--- config.mk ---
export PLATFORM = sky130hd
export DESIGN_NAME = decade_chain_cnt
export DESIGN_NICKNAME = d
export VERILOG_FILES = /design/src/rtl/decade_chain_pkg.sv /design/src/rtl/decade_digit.sv /design/src/rtl/decade_chain_cnt.sv
export SDC_FILE = /design/constraint.sdc
export NUM_CORES = 1
export LEC_CHECK = 0
export BUFFER_PORTS_ARGS = -buffer_cell sky130_fd_sc_hd__buf_2
export CAP_MARGIN = 20
export CORE_MARGIN = 3
export CORE_UTILIZATION = 35
export CTS_BUF_LIST = sky130_fd_sc_hd__clkbuf_2 sky130_fd_sc_hd__clkbuf_4 sky130_fd_sc_hd__clkbuf_8
export CTS_CLUSTER_DIAMETER = 200
export DETAILED_ROUTE_END_ITERATION = 8
export HOLD_SLACK_MARGIN = 0.06
export PLACE_DENSITY = 0.63
export SLEW_MARGIN = 20
export SYNTH_ARGS = -nofsm -noshare
export SYNTH_HDL_FRONTEND = slang
export SYNTH_SLANG_ARGS = --single-unit
--- constraint.sdc ---
create_clock -name clk -period 2.53 [get_ports clk]
set_input_delay 0.506 -clock clk [delete_from_list [all_inputs] [get_ports clk]]
set_output_delay 0.506 -clock clk [all_outputs]
set_load 0.03 [all_outputs]
--- src/rtl/decade_chain_pkg.sv ---
// Shared defaults and load-sanitising helper for the cascaded modulo-MOD digit chain.
package decade_chain_pkg;

  localparam int unsigned MOD_DEF    = 10;
  localparam int unsigned DIG_W_DEF  = 4;
  localparam int unsigned DIGITS_DEF = 4;

  // A digit value at or above the modulus is not a legal count and loads as 0.
  function automatic logic digit_illegal(input int unsigned d, input int unsigned m);
    return d >= m;
  endfunction

endpackage

--- src/rtl/decade_digit.sv ---
// One modulo-MOD counter digit with clear, sanitised load and carry-in increment.
module decade_digit
  import decade_chain_pkg::*;
#(
  parameter int unsigned MOD   = MOD_DEF,
  parameter int unsigned DIG_W = DIG_W_DEF
) (
  input  logic             clk,
  input  logic             rst,
  input  logic             clr,
  input  logic             ld,
  input  logic [DIG_W-1:0] ld_d,
  input  logic             inc,
  output logic [DIG_W-1:0] q,
  output logic             tc
);

  localparam logic [DIG_W-1:0] LAST = DIG_W'(MOD - 1);

  assign tc = (q == LAST);

  always_ff @(posedge clk) begin
    if (rst || clr) begin
      q <= '0;
    end else if (ld) begin
      q <= digit_illegal(32'(ld_d), MOD) ? '0 : ld_d;
    end else if (inc) begin
      q <= tc ? '0 : q + DIG_W'(1);
    end
  end

endmodule

--- src/rtl/decade_chain_cnt.sv ---
// Cascaded modulo-MOD counter chain with synchronous carry, load, clear and overflow pulse.
// Define DECADE_CHAIN_SAT_EN to saturate at all-(MOD-1) and expose a sticky sat output.
module decade_chain_cnt
  import decade_chain_pkg::*;
#(
  parameter int unsigned MOD    = MOD_DEF,
  parameter int unsigned DIG_W  = DIG_W_DEF,
  parameter int unsigned DIGITS = DIGITS_DEF
) (
  input  logic                    clk,
  input  logic                    rst,
  input  logic                    clr,
  input  logic                    en,
  input  logic                    ld,
  input  logic [DIGITS*DIG_W-1:0] ld_val,
  output logic [DIGITS*DIG_W-1:0] cnt,
  output logic [DIGITS-1:0]       tc,
  output logic                    ovf
`ifdef DECADE_CHAIN_SAT_EN
  ,
  output logic                    sat
`endif
);

  logic             en_q;
  logic             full;
  logic [DIGITS-1:0] inc;

  assign full = &tc;

`ifdef DECADE_CHAIN_SAT_EN
  // Suppress the tick at terminal count so the chain holds instead of wrapping.
  assign en_q = en && !full;
`else
  assign en_q = en;
`endif

  for (genvar i = 0; i < DIGITS; i++) begin : g_digit
    if (i == 0) begin : g_lsd
      assign inc[i] = en_q;
    end else begin : g_upper
      assign inc[i] = en_q && (&tc[i-1:0]);
    end

    decade_digit #(
      .MOD   (MOD),
      .DIG_W (DIG_W)
    ) u_digit (
      .clk  (clk),
      .rst  (rst),
      .clr  (clr),
      .ld   (ld),
      .ld_d (ld_val[i*DIG_W +: DIG_W]),
      .inc  (inc[i]),
      .q    (cnt[i*DIG_W +: DIG_W]),
      .tc   (tc[i])
    );
  end

  // Full-chain wrap pulse, lands in the same cycle cnt returns to zero.
  always_ff @(posedge clk) begin
    if (rst || clr || ld) begin
      ovf <= 1'b0;
    end else begin
`ifdef DECADE_CHAIN_SAT_EN
      ovf <= 1'b0;
`else
      ovf <= en && full;
`endif
    end
  end

`ifdef DECADE_CHAIN_SAT_EN
  always_ff @(posedge clk) begin
    if (rst || clr || ld) begin
      sat <= 1'b0;
    end else if (en && full) begin
      sat <= 1'b1;
    end
  end
`endif

endmodule
* Yosys cells after proc, flatten, opt, wreduce, memory -nomap -nowiden
Cells that the tools add are included.
** Storage, ports and cells
- Register bits :: 17
- Output and inout bits :: 21
** Operators by class
- $add $sub $neg :: 4
- Multiplexer cells :: 16
- Order comparisons :: 4
- Equal/unequal tests :: 4
- Reduce and logical (&&, ||, !) cells :: 13
** Operators by type and width (number)
- $mux W4 :: 16
- $add A4 B1 Y4 const B :: 4
- $eq A4 B4 Y1 const B :: 4
- $ge A4 B4 Y1 const B :: 4
- $reduce_bool A2 Y1 :: 4
- $logic_and A1 B1 Y1 :: 4
- $reduce_and A4 Y1 :: 1
- $reduce_and A3 Y1 :: 1
- $logic_or A1 B1 Y1 :: 2
- $reduce_and A2 Y1 :: 1

* Logic depth before layout (Yosys ltp)
Gate-level depths: netlist (run 1).
- Depth after elaboration :: 5
- Gate-level depth with buffers :: 6

* Modules after synthesis
Synthesis (run 1) repeated with hierarchy kept, for this count alone.
** Second synthesis, totals
- Cell total of the unflattened synthesis :: 122
- Area total of the unflattened synthesis :: 1091.0 um^2
** Modules (own cells, without submodules)
- decade_digit :: times used 4, cells an instance 29, seq. area each 80.1 um^2, area each 259.0 um^2
- decade_chain_cnt :: times used 1, cells an instance 6, seq. area each 20.0 um^2, area each 55.1 um^2

* Least setup slack after synthesis (run 1)
Ideal clock, no wire load.
- Path kind :: reg-to-reg
- Start point :: register g_digit[0].u_digit.q[1]
- End point :: register g_digit[2].u_digit.q[2]
- Required time :: 2.408 ns
- Library setup time :: 0.122 ns
- Buffers on the path :: 1
- Slack :: 0.810 ns
- Arrival time :: 1.598 ns
- Cell stages (with the launch flop) :: 7
- Cells stage by stage :: dfxtp_1 > nand4bb_1 > buf_6 > clkinv_4 > and4_4 > and3_1 > o311a_1
** Between the ends
- Word-level cells in the longest chain between the ends :: 4
** Ends and longest elaborated chain
- start: declaration :: RTL line decade_digit.sv:14 : output logic [DIG_W-1:0] q,
- start signal: assignment :: RTL line decade_digit.sv:26 : q <= digit_illegal(32'(ld_d), MOD) ? '0 : ld_d;
- start signal: assignment :: RTL line decade_digit.sv:28 : q <= tc ? '0 : q + DIG_W'(1);
- $eq A4 B4 Y1 :: RTL line decade_digit.sv:20 : assign tc = (q == LAST);
- via g_digit[0].u_digit.tc :: RTL line decade_digit.sv:15 : output logic tc
- $reduce_and A2 Y1 :: RTL line decade_chain_cnt.sv:42 : assign inc[i] = en_q && (&tc[i-1:0]);
- $logic_and A1 B1 Y1 :: RTL line decade_chain_cnt.sv:42
- $reduce_bool A2 Y1 (no line)
- end signal: assignment :: RTL line decade_digit.sv:26
- end signal: assignment :: RTL line decade_digit.sv:28
- end: declaration :: RTL line decade_digit.sv:14
The timed path passes the listed nets, and every way through them passes these cells.
A chain may end at the register's enable or synchronous reset.

* Worst setup path after layout (run 1)
- Start point :: register g_digit[0].u_digit.q[1]
- End point :: output port tc[0]
** Between the ends
- Word-level cells in the longest chain between the ends :: 1
** Ends and longest elaborated chain
- $eq A4 B4 Y1 :: RTL line decade_digit.sv:20
- end: declaration :: RTL line decade_chain_cnt.sv:17 : output logic [DIGITS-1:0] tc,
No other way between the ends.

==> reports/results.ini, run 1 <==
[die]
die_y_microns=63.5
rows=20
core_sq_um=3100
pin_count=42
initial_core_util=0.373
chipWidth_microns=63.5
die_area_sq_um=4040

[clock_tree]
path_clk_slew_ps=90
cts_resized=0
clkLatencyLatePin_ps=290
ctsHoldBuffers=0
cts_tree=done
htree_levels=1
cts_setup_buffers=0
clkSinkCount=17
cts-root-buf=clkbuf_4
clockBufferDepth=2
numCtsBuffers=3

[synth]
ys_types=45
syn_inst=147
syn_area_sq_um=1160
synth_flop_cell=dfxtp_1
avgSynthCellArea_sq_um=7.88
synth_edf_count=0
ys_seq_elements=17
synthArstFlopShare=0
syn_nets=168
ys_warn_count=0
ys_seq_area_frac=0.294

[placement]
place_hpwl_mm=2.34
port_buffers=41
dpl.cell_count=223
place_congestion=0.741
pre_cts_slack_ps=682

[power]
max-vdd-ir-drop_v=0.000352
powerDensity_nw_per_um2=393
p_leak_nw=0.584

[cells_and_area]
fillers=335
area_delta_synth_final_pct=20.2
layout.cells.non_filler=227
fin_nets=205
diodes=0
drive_above_1_share=0.284

[timing]
fmax_mhz=504
post-route-period-util=0.784
setup_slack_ps=547
post-route-min-period_ps=1980
worst_slew_pin_slew_ps=432
setup_viol=0
finalClockSkew_ps=4.78
slew_headroom=0.711
drv_slew=0
grt_setup_unrepaired=false
fin_hold_ws_ps=460
setup_tns_ps=0
hold_violations=0

[critical_path]
path_class=reg2out
start_kind=flop
arrival_ps=1480
path_max_fanout=8
cp.required_ps=2020
worst_setup_path_end_kind=output port

[routing]
drt_first_pass_iters=4
drtAntennaViolNets=0
vias=1212
drt_wl_total_mm=3.03
drc=0
post_drt_wl_per_cell_microns=13.4
drtIter0Drc=93
viasPerCell=5.34

[global_routing]
grt_util_all_layers=0.154
grt_pass1_vias=1119
antenna_found_initial=0
grt_first_pass_wirelength_mm=5.00
grt_overflow_total=0
grt_start_max_net_pins=22

[flow_run]
cap_violations=0

[status]
status=complete, no violations

[worst_hold_path]
hold_class=in2reg

==> stage by stage <==
stage                     instance area, sq um  utilization  total power (W)
after global routing                      1390        0.449         0.000571
after detailed placement                  1360        0.439         0.000395
final                                     1390        0.449         0.000547
after CTS                                 1390        0.449         0.000551
after global placement                    1360        0.439         0.000393
after floorplan                           1160            -         0.000355
==> synth_stat cells (all sizes together) (3+ instances only) <==
master,number,area [sq um]
o21ai,20,100
dfxtp,17,340
a21oi,10,50.1
nor2,10,37.5
inv,9,33.8
nand2,9,33.8
buf,6,48.8
nand3,5,37.5
clkbuf,4,15.0
nor2b,4,25.0
xnor2,4,35.0
a211oi,3,22.5
a31oi,3,18.8
nand4,3,18.8
nand4b,3,26.3
nor3,3,15.0
nor4,3,18.8
or3,3,18.8
xor2,3,26.3
==> final timing paths <==
check,startpoint,to,slack [ps],cells after the start
worst min register to register,g_digit[3].u_digit.q[3]$_SDFFE_PP0P_,g_digit[3].u_digit.q[3]$_SDFFE_PP0P_,570,1
worst max-delay path,g_digit[0].u_digit.q[1]$_SDFFE_PP0P_,tc[0],550,3
worst max register to register,g_digit[0].u_digit.q[1]$_SDFFE_PP0P_,g_digit[3].u_digit.q[3]$_SDFFE_PP0P_,750,4
worst min-delay path,ld_val[0],g_digit[0].u_digit.q[0]$_SDFFE_PP0P_,460,3
==> worst max-delay path, stage by stage (launching register included) <==
cell and delay, ps:
dfxtp_1 370, nand4bb_1 430, clkinv_4 180, buf_2 210
==> where the power goes <==
part | internal (W) | switching [W]
clock | 0.0000720 | 0.0000860
combinational | 0.0000380 | 0.0000625
sequential | 0.000276 | 0.0000125
total | 0.000386 | 0.000161
==> metal layers <==
metal  share of wire  routed length [microns]  track usage  vias to the layer above
li1                -                        -            -                      614
met1            0.45                     1350        0.188                      565
met2            0.48                     1460        0.258                       31
met3           0.066                      199       0.0517                        2
met4          0.0056                       17       0.0350                        0
met5               0                        0            0                        -
==> layout by cell type (no fill, tap or decap), types with 2 or more instances in the layout <==
cell and count:
nand3_1 4, nor2_1 10, a21oi_1 10, buf_2 41, a221oi_1 2, a211oi_1 3, o21ai_0 20, xnor2_1 4
nand4_1 3, nor3_1 3, nor2b_1 4, xor2_1 3, nand4b_1 3, a31oi_1 3, and3_1 2, dfxtp_1 17
nand2_1 9, nor4_1 3, inv_1 8, or3_1 3, clkbuf_4 4
==> sequential cells by signal, summed over array words and instances, names as in the netlist <==
signal and count:
ovf 1, g_digit.u_digit.q 16
==> cell families (layout without fill, tap and decap cells) <==
group / after synthesis / count (layout) / share of synthesized area
mux: 1 / 1 / 0.00864
compound gates: 46 / 46 / 0.242
buf+inv: 20 / 56 / 0.0918
simple gates: 56 / 56 / 0.311
flops: 17 / 17 / 0.294
xor+xnor: 7 / 7 / 0.0529
==> layout make-up <==
cell class	instances	area (sq um)	area share
Timing Repair Buffer	42	213	0.153
Inverter	10	42.5	0.0305
Sequential cell	17	340	0.244
Tap cell	44	55.1	0.0395
Clock buffer	4	30.0	0.0216
Multi-Input combinational cell	110	712	0.511
Power figures use the tool's default switching activity.
==> run 2: changes to the inputs <==
ABC_AREA = 1   (was not set)
PLACE_DENSITY = 0.62   (was 0.63)
clock period = 1.9 ns   (was 2.53 ns; I/O delays follow)
==> run 2 against run 1 <==
Compared with the run above:
- worst setup slack lost 340 ps
- via count grew 2.8%
- worst hold slack lost 120 ps
- non-clock buffer count is the same
- critical path depth grew 2
- final cell count grew 16%
- flip-flop and latch count is the same
- clock power grew 28%
- clock skew grew 3.4 ps
- wire length shrank 4.9%
- first-iteration DRC count shrank 51%
- combinational power grew 51%
- critical path type unchanged
- critical endpoint is now tc[3]
- largest cell class unchanged
- largest power group unchanged
==> reports/results.ini, run 2 <==
[timing]
fmax_mhz=592
slew_headroom=0.770
grt_setup_unrepaired=false
worst_slew_pin_slew_ps=346
finalClockSkew_ps=8.15
post-route-period-util=0.889
post-route-min-period_ps=1690
hold_violations=0
setup_tns_ps=0
setup_viol=0
drv_slew=0

[cells_and_area]
reg_top3=g_digit.u_digit.q (16), ovf (1)
drive_above_1_share=0.274
most-common-layout-cells=buf_2, nand2_1, inv_1
largest_reg_flops=16
top_register=g_digit.u_digit.q
area_delta_synth_final_pct=17.8
fin_nets=241
final_common_cell=buf_2
fillers=357
diodes=0

[flow_run]
cap_violations=0

[clock_tree]
htree_levels=1
path_clk_slew_ps=110
clkLatencyLatePin_ps=300
clkSinkCount=17
cts_resized=0
cts_setup_buffers=0
clockBufferDepth=2
numCtsBuffers=3
ctsHoldBuffers=0
cts-root-buf=clkbuf_4
cts_tree=done

[power]
max-vdd-ir-drop_v=0.000357
powerDensity_nw_per_um2=514
p_leak_nw=0.643
totalPowerFinal_w=0.000732

[routing]
vias=1246
post_drt_wl_per_cell_microns=11.0
drtAntennaViolNets=0
drt_wl_total_mm=2.88
drc=0
viasPerCell=4.74
drt_first_pass_iters=4
drtIter0Drc=46

[critical_path]
cp-endpoint=tc[3]
cp_top_family=flip-flops
ff2ff_path_depth=8
crit_buf_inv=3
reg2reg_to=g_digit[3].u_digit.q[0]$_SDFFE_PP0P_
critPathSlowestCell=dfxtp_1
cp.required_ps=1520
start_kind=flop
path_common_cell=inv_1
path_max_fanout=4
worstSetupStartpoint=g_digit[3].u_digit.q[0]$_SDFFE_PP0P_
cpPeakStageDelay_ps=380
cp_cell_sequence=inv_1 > nor2_1 > nand3_1 > inv_1 > buf_2
path_class=reg2out
ff2ff_setup_slack_ps=610
r2r-start=g_digit[1].u_digit.q[0]$_SDFFE_PP0P_
cp_num_cells=5
arrival_ps=1310
worst_setup_path_end_kind=output port

[global_routing]
grt_pass1_vias=1168
grt_start_max_net_pins=21
grt_first_pass_wirelength_mm=5.10
grt_overflow_total=0
antenna_found_initial=0
grt_util_all_layers=0.151

[synth]
ys_types=27
synth_most_common_cell=nand2_1
syn_inst=182
synth_top_area_cell=dfxtp_1
synth_edf_count=0
synth_flop_cell=dfxtp_1
syn_area_sq_um=1210
synth.area.top_cells=dfxtp_1, nand2_1, nand3_1
avgSynthCellArea_sq_um=6.63
ys_top_cells_by_count=nand2_1, inv_1, nand3_1
ys_seq_elements=17
synthArstFlopShare=0
synth.top_cell.area_share=0.282
ys_warn_count=0
ys_seq_area_frac=0.282
syn_nets=203

[die]
die_area_sq_um=4190
die_y_microns=64.7
chipWidth_microns=64.7
rows=20
pin_count=42
initial_core_util=0.380
core_sq_um=3180

[placement]
place_hpwl_mm=2.24
place_congestion=0.851
port_buffers=41

[worst_hold_path]
hold_class=in2reg

[status]
status=complete, no violations

run 2: changes by cell type in the layout (fill, tap and decap cells not counted), sizes merged, moves of 4 or more:
cell   before  now
nand2       9   43
inv         9   25
nand3       5   21
nor2       10   20
a21oi      10   14
nor2b       4    0
xnor2       4    0
run 2: cells by family (layout without fill, tap and decap cells):
kind of cell / count (synthesis) / in the layout / share of synthesized area
AOI/OAI and AO/OA: 36 / 36 / 0.170
DFF: 17 / 17 / 0.282
buffers and inverters: 34 / 71 / 0.146
xor gates and xnor gates: 3 / 3 / 0.0218
and+or+nand+nor: 92 / 92 / 0.380
run 2: worst reg2reg max path, stage by stage, from the launching register on:
cell     delay (ps)
dfxtp_1         450
nand2_2         100
nor2_4          160
nand3_4         110
nand2_4         140
nand2_4          80
nand2_1          60
nand2_1          40
nor2_1           80
run 2: metrics by stage:
stage | hold WS, ps | util | worst slack (ps) | cells | area (sq um)
6_report | 344 | 0.448 | 210 | 263 | 1420
2_1_floorplan | 542 | - | 410 | 182 | 1210
3_5_place_dp | 484 | 0.439 | 478 | 259 | 1400
5_1_grt | 334 | 0.448 | 34.9 | 263 | 1420
4_1_cts | 333 | 0.448 | 194 | 263 | 1420
3_3_place_gp | 483 | 0.439 | 478 | 259 | 1400
run 2: final cells by class:
class / instances / area [sq um] / area share
multi-input combinational: 131 / 691 / 0.485
clock inverter: 1 / 5.00 / 0.00352
clock buffer: 3 / 22.5 / 0.0158
sequential: 17 / 340 / 0.239
inverter: 25 / 96.3 / 0.0677
timing repair buffer: 42 / 213 / 0.150
tap: 44 / 55.1 / 0.0387
run 2: how the worst min path moves through the flow:
stage                                               from                                    to  slack [ps]  cells after the start
floorplan                                      ld_val[2]  g_digit[0].u_digit.q[2]$_SDFFE_PP0P_         540                      2
global placement    g_digit[3].u_digit.q[2]$_SDFFE_PP0P_  g_digit[3].u_digit.q[2]$_SDFFE_PP0P_         480                      2
detailed placement  g_digit[3].u_digit.q[2]$_SDFFE_PP0P_  g_digit[3].u_digit.q[2]$_SDFFE_PP0P_         480                      2
CTS                                            ld_val[8]  g_digit[2].u_digit.q[0]$_SDFFE_PP0P_         330                      3
global route                                   ld_val[8]  g_digit[2].u_digit.q[0]$_SDFFE_PP0P_         330                      3
finish                                         ld_val[8]  g_digit[2].u_digit.q[0]$_SDFFE_PP0P_         340                      3
run 2: report_power, final:
part	internal [W]	switching [W]	leakage, nW
Sequential	0.000366	0.0000106	0.138
Clock	0.0000784	0.000123	0.0177
Combinational	0.0000529	0.000101	0.488
run 2: layer usage:
metal,vias up,track usage,part of all wire
met5,-,0,0
met4,0,0.0343,0.010
met3,4,0.0451,0.070
met2,39,0.239,0.45
met1,534,0.200,0.47
li1,669,-,-
